==> src/rtl/rf_pkg.sv <==
// Shared constants, types and write/pending decoder for the reg_file_sb register bank.
package rf_pkg;

   localparam int unsigned RF_DATA_W = 32;
   localparam int unsigned RF_ADDR_W = 4;
   localparam int unsigned RF_NUM_RD = 2;

   typedef logic [RF_ADDR_W-1:0] rf_addr_t;
   typedef logic [RF_DATA_W-1:0] rf_data_t;

   function automatic logic [2**RF_ADDR_W-1:0] onehot_dec(input rf_addr_t addr);
      logic [2**RF_ADDR_W-1:0] dec;
      dec       = '0;
      dec[addr] = 1'b1;
      return dec;
   endfunction

endpackage

==> src/rtl/rf_read_port.sv <==
// One combinational read port: array select, write bypass and operand-ready.
// REG_FILE_ZERO_REG_EN suppresses the bypass for address 0 so it always reads zero.
module rf_read_port
   import rf_pkg::*;
#(
   parameter int unsigned DATA_W = RF_DATA_W,
   parameter int unsigned ADDR_W = RF_ADDR_W,
   parameter int unsigned BYPASS = 1
) (
   input  logic [2**ADDR_W-1:0][DATA_W-1:0] mem,
   input  logic [2**ADDR_W-1:0]             pend,
   input  logic                             wr_en,
   input  logic [ADDR_W-1:0]                wr_addr,
   input  logic [DATA_W-1:0]                wr_data,
   input  logic [ADDR_W-1:0]                rd_addr,
   output logic [DATA_W-1:0]                rd_data,
   output logic                             rd_ready
);

   logic hit;

   always_comb begin
      hit = (BYPASS != 0) && wr_en && (wr_addr == rd_addr);
`ifdef REG_FILE_ZERO_REG_EN
      if (rd_addr == '0) hit = 1'b0;
`endif
      rd_data  = hit ? wr_data : mem[rd_addr];
      // a forwarded result makes the operand usable even while still marked pending
      rd_ready = hit || !pend[rd_addr];
   end

endmodule

==> src/rtl/reg_file_sb.sv <==
// Register bank with NUM_RD read ports, optional write bypass and per-register pending bits.
// Define REG_FILE_ZERO_REG_EN to hardwire register 0 to zero.
module reg_file_sb
   import rf_pkg::*;
#(
   parameter int unsigned DATA_W = RF_DATA_W,
   parameter int unsigned ADDR_W = RF_ADDR_W,
   parameter int unsigned NUM_RD = RF_NUM_RD,
   parameter int unsigned BYPASS = 1
) (
   input  logic                     clk,
   input  logic                     rst,
   input  logic                     wr_en,
   input  logic [ADDR_W-1:0]        wr_addr,
   input  logic [DATA_W-1:0]        wr_data,
   input  logic [NUM_RD*ADDR_W-1:0] rd_addr,
   output logic [NUM_RD*DATA_W-1:0] rd_data,
   output logic [NUM_RD-1:0]        rd_ready,
   input  logic                     pend_set,
   input  logic [ADDR_W-1:0]        pend_addr,
   output logic [2**ADDR_W-1:0]     pend_vec
);

   localparam int unsigned DEPTH = 2**ADDR_W;

   logic [DEPTH-1:0][DATA_W-1:0] mem_q;
   logic [DEPTH-1:0]             pend_q, pend_d;
   logic [DEPTH-1:0]             wr_dec, pend_dec, wr_sel, pend_sel;

   if (ADDR_W == RF_ADDR_W) begin : g_pkg_dec
      assign wr_dec   = onehot_dec(wr_addr);
      assign pend_dec = onehot_dec(pend_addr);
   end else begin : g_loop_dec
      always_comb begin
         wr_dec   = '0;
         pend_dec = '0;
         for (int i = 0; i < DEPTH; i++) begin
            wr_dec[i]   = (wr_addr == ADDR_W'(i));
            pend_dec[i] = (pend_addr == ADDR_W'(i));
         end
      end
   end

   always_comb begin
      wr_sel   = wr_en ? wr_dec : '0;
      pend_sel = pend_set ? pend_dec : '0;
`ifdef REG_FILE_ZERO_REG_EN
      wr_sel[0]   = 1'b0;
      pend_sel[0] = 1'b0;
`endif
      // set after clear: a newly issued producer outranks the completing one
      pend_d = (pend_q & ~wr_sel) | pend_sel;
   end

   always_ff @(posedge clk) begin
      if (rst) begin
         mem_q  <= '0;
         pend_q <= '0;
      end else begin
         pend_q <= pend_d;
         for (int i = 0; i < DEPTH; i++) begin
            if (wr_sel[i]) mem_q[i] <= wr_data;
         end
      end
   end

   for (genvar i = 0; i < NUM_RD; i++) begin : g_rd
      rf_read_port #(
         .DATA_W (DATA_W),
         .ADDR_W (ADDR_W),
         .BYPASS (BYPASS)
      ) u_port (
         .mem      (mem_q),
         .pend     (pend_q),
         .wr_en    (wr_en),
         .wr_addr  (wr_addr),
         .wr_data  (wr_data),
         .rd_addr  (rd_addr[i*ADDR_W +: ADDR_W]),
         .rd_data  (rd_data[i*DATA_W +: DATA_W]),
         .rd_ready (rd_ready[i])
      );
   end

   assign pend_vec = pend_q;

endmodule

==> config.mk <==
export PLATFORM = sky130hd
export DESIGN_NAME = reg_file_sb
export DESIGN_NICKNAME = d
export VERILOG_FILES = /design/src/rtl/rf_pkg.sv /design/src/rtl/rf_read_port.sv /design/src/rtl/reg_file_sb.sv
export SDC_FILE = /design/constraint.sdc
export NUM_CORES = 1
export LEC_CHECK = 0
export CELL_PAD_IN_SITES_DETAIL_PLACEMENT = 1
export CELL_PAD_IN_SITES_GLOBAL_PLACEMENT = 2
export CORE_ASPECT_RATIO = 0.75
export CORE_UTILIZATION = 38
export CTS_CLUSTER_DIAMETER = 30
export DETAILED_ROUTE_END_ITERATION = 10
export PLACE_DENSITY = 0.81
export SYNTH_ARGS = -nofsm -noshare
export SYNTH_HDL_FRONTEND = slang
export SYNTH_SLANG_ARGS = --single-unit
==> constraint.sdc <==
create_clock -name clk -period 3.13 [get_ports clk]
set_input_delay 0.626 -clock clk [delete_from_list [all_inputs] [get_ports clk]]
set_output_delay 0.626 -clock clk [all_outputs]
set_load 0.03 [all_outputs]
# Yosys cells after proc, flatten, opt, wreduce, memory -nomap -nowiden
# Index checks and enable logic that the tools add are counted.
[classes]
mux = 16
bitwise_logic = 3
order_cmp = 6
eq_ne = 2
n_reduce_logical = 8
[ops]
columns = ["cell", "n"]
rows = [
  ["$bmux W32 S4", 2],
  ["$mux W32", 4],
  ["$mux W16", 2],
  ["$lt A4 B5 Y1 const B", 4],
  ["$and A16 B16 Y16", 1],
  ["$not A16 Y16", 1],
  ["$or A16 B16 Y16", 1],
  ["$bmux W1 S4", 2],
  ["$demux W1 S4", 2],
  ["$eq A4 B4 Y1", 2],
  ["$ge A4 B1 Y1 const B", 2],
  ["$logic_and A1 B1 Y1", 4],
  ["$mux W1", 4],
  ["$logic_not A1 Y1", 2],
  ["$logic_or A1 B1 Y1", 2],
]
[word_totals]
in_bits = 52
wordCells = 52
reg_bits = 528

# Depth between registers and ports, before layout
[logic_depth]
word_depth = 8
depth_mapped = 8

# By module
# Synthesis repeated with hierarchy kept, for this count alone.
[unflattened]
cells_unflattened = 2580
hier_area_um2 = 28573.7
[by_module_without_submodules]
columns = ["module", "area_each_um2", "instances", "cells_per_inst", "seq_area_each_um2"]
rows = [
  ["reg_file_sb", 20005.4, 1, 1946, 10570.1],
  ["rf_read_port", 4284.1, 2, 317, 0.0],
]

# Least setup slack after synthesis
# Ideal clock, no wire load.
[synth_path]
path_type = "input to output"
start = "in rd_addr[1]"
end = "out rd_data[16]"
path_buffers = 3
cell_stages = 7
setup_slack_ps = 225
arrival_ps = 2279
cell_sequence = "buf_4 buf_2 buf_1 mux4_2 a22oi_1 nand2_1 mux2_2"
[synth_via]
elab_chain_len = 3
elab_cells_between_ends = 5
classes_between = "1 x eq/ne; 3 x mux; 1 x reduce/logical"
[synth_rtl]
columns = ["element", "line", "source"]
rows = [
  ["start: declaration", "reg_file_sb.sv:16", "input logic [NUM_RD*ADDR_W-1:0] rd_addr,"],
  ["$bmux W32 S4 or $eq A4 B4 Y1 (tied branches)", "rf_read_port.sv:27, rf_read_port.sv:23", ""],
  ["$mux W32 (not written as such) or $logic_and A1 B1 Y1 (tied branches)", "rf_read_port.sv:27, rf_read_port.sv:23", ""],
  ["$mux W32 *", "rf_read_port.sv:27", "rd_data = hit ? wr_data : mem[rd_addr];"],
  ["end: declaration", "reg_file_sb.sv:17", "output logic [NUM_RD*DATA_W-1:0] rd_data,"],
]
# Every way passes the cells marked *; elsewhere a longest branch is shown, timed or not. The select of a mux whose other input is x is not followed.

# Worst setup path after layout
[layout_path]
start = "in rd_addr[0]"
end = "out rd_data[6]"
# Same word-level chain as after synthesis.

==> impl_summary.log <==
[metrics] result of the run: finished with violations
[metrics] violated checks: setup timing
[metrics] area share of the largest cell type after synthesis: 39.26%
[metrics] synthesized area per cell: 8.930 um2
[metrics] most common cell after layout, fill and taps aside: sky130_fd_sc_hd__nand2_1
[metrics] reported max-cap violation count: 0
[metrics] Worst Path Buf+Inv: 4
[metrics] horizontal extent of the die: 309.4 um
[metrics] setup repair after global routing missed its margin: true
[metrics] Non-Filler Cell Area, Final: 0.03610 mm2
[metrics] final layout net count: 3277
[metrics] via density per instance: 6.132
[metrics] routing usage on met1: 44.36%
[metrics] worst ir drop on vdd: 0.0005090 V
[metrics] Area contributors post-synth: sky130_fd_sc_hd__dfxtp_1 (39%), sky130_fd_sc_hd__mux4_2 (22%), sky130_fd_sc_hd__nand2_1 (15%)
[metrics] proportion of power drawn by combinational gates: 8.6%
[metrics] highest clock rate: 316.6 MHz
[metrics] internal power: 16.41 mW
[metrics] standard-cell row count: 84
[metrics] standard cell core area: 0.07010 mm2
[metrics] total length of routed wires: 125400 um
[metrics] transition at the pin with the smallest max-transition slack: 0.9757 ns
[metrics] largest fanout on the critical path: 5
[metrics] Synth Cell Area: 0.02692 mm2
[metrics] final slew viol count: 0
[metrics] cell area reported after detailed placement: 0.03058 mm2
[metrics] synthesis-stage register bit count: 528
[metrics] minimum clock period after layout: 3.159 ns
[metrics] Net Switching: 5.579 mW
[metrics] met2 track demand over resource: 55.30%
[metrics] count of yosys warnings during synthesis: 0
[metrics] violation count after the first detailed-route iteration: 2853
[metrics] number of sinks driven by the clock tree: 528
[metrics] Clock Power Share: 60.0%
[metrics] pre-CTS setup slack: -0.5413 ns
[metrics] Critical Path AT: 2.53 ns
[metrics] global-route wire length before repair: 182000 um
[metrics] total congestion overflow: 0
[metrics] pwr/cell area: 609.1 mW/mm2
[metrics] number of port buffers: 133
[metrics] clock slew seen by the registers of the worst setup and hold paths: 0.05 ns
[metrics] routability cong.: 0.8547
[metrics] largest net degree at the start of global routing: 76
[metrics] Setup TNS: -0.04920 ns
[metrics] post-synthesis instance total: 3015
[metrics] number of antenna violations at the first check in global routing: 0
[metrics] CP Class: in -> out
[metrics] number of DRC violations after detailed routing: 0
[metrics] register share of total power: 31.4%
[metrics] Die Area: 0.07193 mm2
[metrics] I/O pin cnt: 134
[metrics] commonest non-fill, non-tap cells in the layout: sky130_fd_sc_hd__nand2_1 (1079), sky130_fd_sc_hd__dfxtp_1 (527), sky130_fd_sc_hd__a21oi_1 (512)
[metrics] layer with the highest usage after global routing: met2
[metrics] overall die height: 232.5 um
[metrics] synthesized netlist net count: 3067
[metrics] Seq/Total Area, Yosys: 39.26%
[metrics] deepest level of the CTS H-tree: 3
[metrics] TritonCTS clock tree: built
[metrics] Final Hold Vio Count: 0
[metrics] Top Family by Delay on Critical Path: multiplexers
[metrics] starting density of the core: 38.41%
[metrics] largest buffer count on any clock path: 3
[metrics] overall routing resource usage: 34.57%
[metrics] worst relative slew slack: 34.60%
[metrics] count of cell types in the netlist: 29
[metrics] via count of the first global-routing pass: 27380
[metrics] routed vias: 26220
[metrics] startpoint type of the worst setup path: input pin
[metrics] share of the clock period used by the worst path after layout: 100.9%
[metrics] Lkg Pwr: 12.69 nW
[metrics] TritonCTS Buffers: 120
[metrics] Max Clock Skew: 0 ns
[metrics] switching power share of the total: 25.37%
[metrics] Yosys top cell by area: sky130_fd_sc_hd__dfxtp_1
[metrics] detailed-route wire length per cell: 29.34 um
[metrics] final setup vio count: 6
[metrics] sum of net half-perimeters after detailed placement: 75650 um
[metrics] first-pass iteration count of the detailed router: 5
[metrics] share of final-layout standard cells stronger than drive strength 1: 30.15%
[metrics] endpoint required time on the critical path: 2.50 ns
[metrics] largest incremental delay on the critical path: 0.50 ns
[metrics] worst min-delay path category: in -> reg
[metrics] antenna-violating nets left: 0
[metrics] Area growth, synth to finish: 34.10%
[metrics] final worst-path setup slack: -0.02899 ns
[metrics] worst path cell trace: clkbuf_16 -> buf_6 -> buf_12 -> mux4_2 -> a22oi_1 -> nand2_1 -> mux2_2 -> buf_4
[metrics] latest clock arrival within the worst-skew pair: 0.68 ns
[metrics] met3 Track Usage GR: 7.997%
[metrics] sort of element at the end of the critical path: primary output
[metrics] antenna fix cells: 0
[metrics] CTS root buffer: sky130_fd_sc_hd__clkbuf_16
[metrics] CP max-delay cell: sky130_fd_sc_hd__mux4_2
-- routing by layer --
layer,routed length [um],share of wire (%),vias up
li1,-,-,11010
met1,49690,40,13400
met2,58390,47,1440
met3,12030,9.6,365
met4,5346,4.3,0
met5,0,0,-
-- cells in the mapped netlist (all sizes together) --
master and instances:
buf 75, nand3b 2, and2 2, nand2 1103, xor2 6, mux4 267
nand3 5, nor4 2, a32oi 4, or3b 1, xnor2 2, nor3b 2
dfxtp 528, nor3 4, nor2 33, a22oi 138, and3 2, mux2 64
and3b 3, clkbuf 248, nand2b 4, nor2b 8, a21oi 512
-- kinds of logic after synthesis --
kind of cell | after synthesis | share of synthesized area [%]
AO/OA/AOI/OAI | 654 | 13.50
flip-flops | 528 | 39.26
multiplexers | 331 | 25.01
buffers and inverters | 323 | 5.210
XOR/XNOR | 8 | 0.2603
AND/OR/NAND/NOR | 1171 | 16.76
-- sequential cells by signal (all words and copies together), names as in the netlist --
| signal | flops |
|---|---|
| mem_q | 512 |
| pend_vec | 16 |
-- final cells by class --
| class | count | area, um2 |
|---|---|---|
| clock inverters | 78 | 952.2 |
| fillers | 7745 | 34000 |
| multi-input cells | 2164 | 15490 |
| clock buffers | 149 | 3293 |
| flip-flops and latches | 528 | 10570 |
| well taps | 946 | 1184 |
| repair buffers | 411 | 4608 |
-- per-stage QoR --
| step | util, % | hold WS, ns | total power, mW | cells |
|---|---|---|---|---|
| 2_1_floorplan | - | 0.4429 | 7.922 | 3015 |
| 3_3_place_gp | 43.62 | 0.4486 | 8.654 | 4002 |
| 3_5_place_dp | 43.62 | 0.4598 | 8.693 | 4002 |
| 4_1_cts | 50.98 | 0.3849 | 21.96 | 4262 |
| 5_1_grt | 51.50 | 0.4078 | 22.49 | 4276 |
| 6_report | 51.50 | 0.3813 | 21.99 | 4276 |
-- power by group through the flow --
stage,clock [mW],sequential [mW],combinational (mW)
CTS,13.2,6.90,1.82
detailed placement,0,7.03,1.67
finish,13.2,6.90,1.90
floorplan,0,7.01,0.915
global placement,0,7.02,1.64
global route,13.6,6.90,1.95
-- path summary, 6_finish.rpt --
kind / from / endpoint / slack [ns] / depth (start not counted)
worst max register to register: pend_vec[6] / pend_vec[6] / 2.35 / 2
worst min register to register: mem_q[345] / mem_q[345] / 0.47 / 2
worst max-delay path: rd_addr[0] / rd_data[6] / -0.03 / 8
worst min-delay path: rst / mem_q[368] / 0.38 / 2
-- what timing repair did --
action                                  CTS  global route
hold buffers                              0             0
gates resized for setup                 135            60
buffers inserted                         20            11
pin swaps                                22            20
gates cloned                             13             4
endpoints found under the setup margin   66            59
Note: power is estimated with default switching activity, not from simulation.
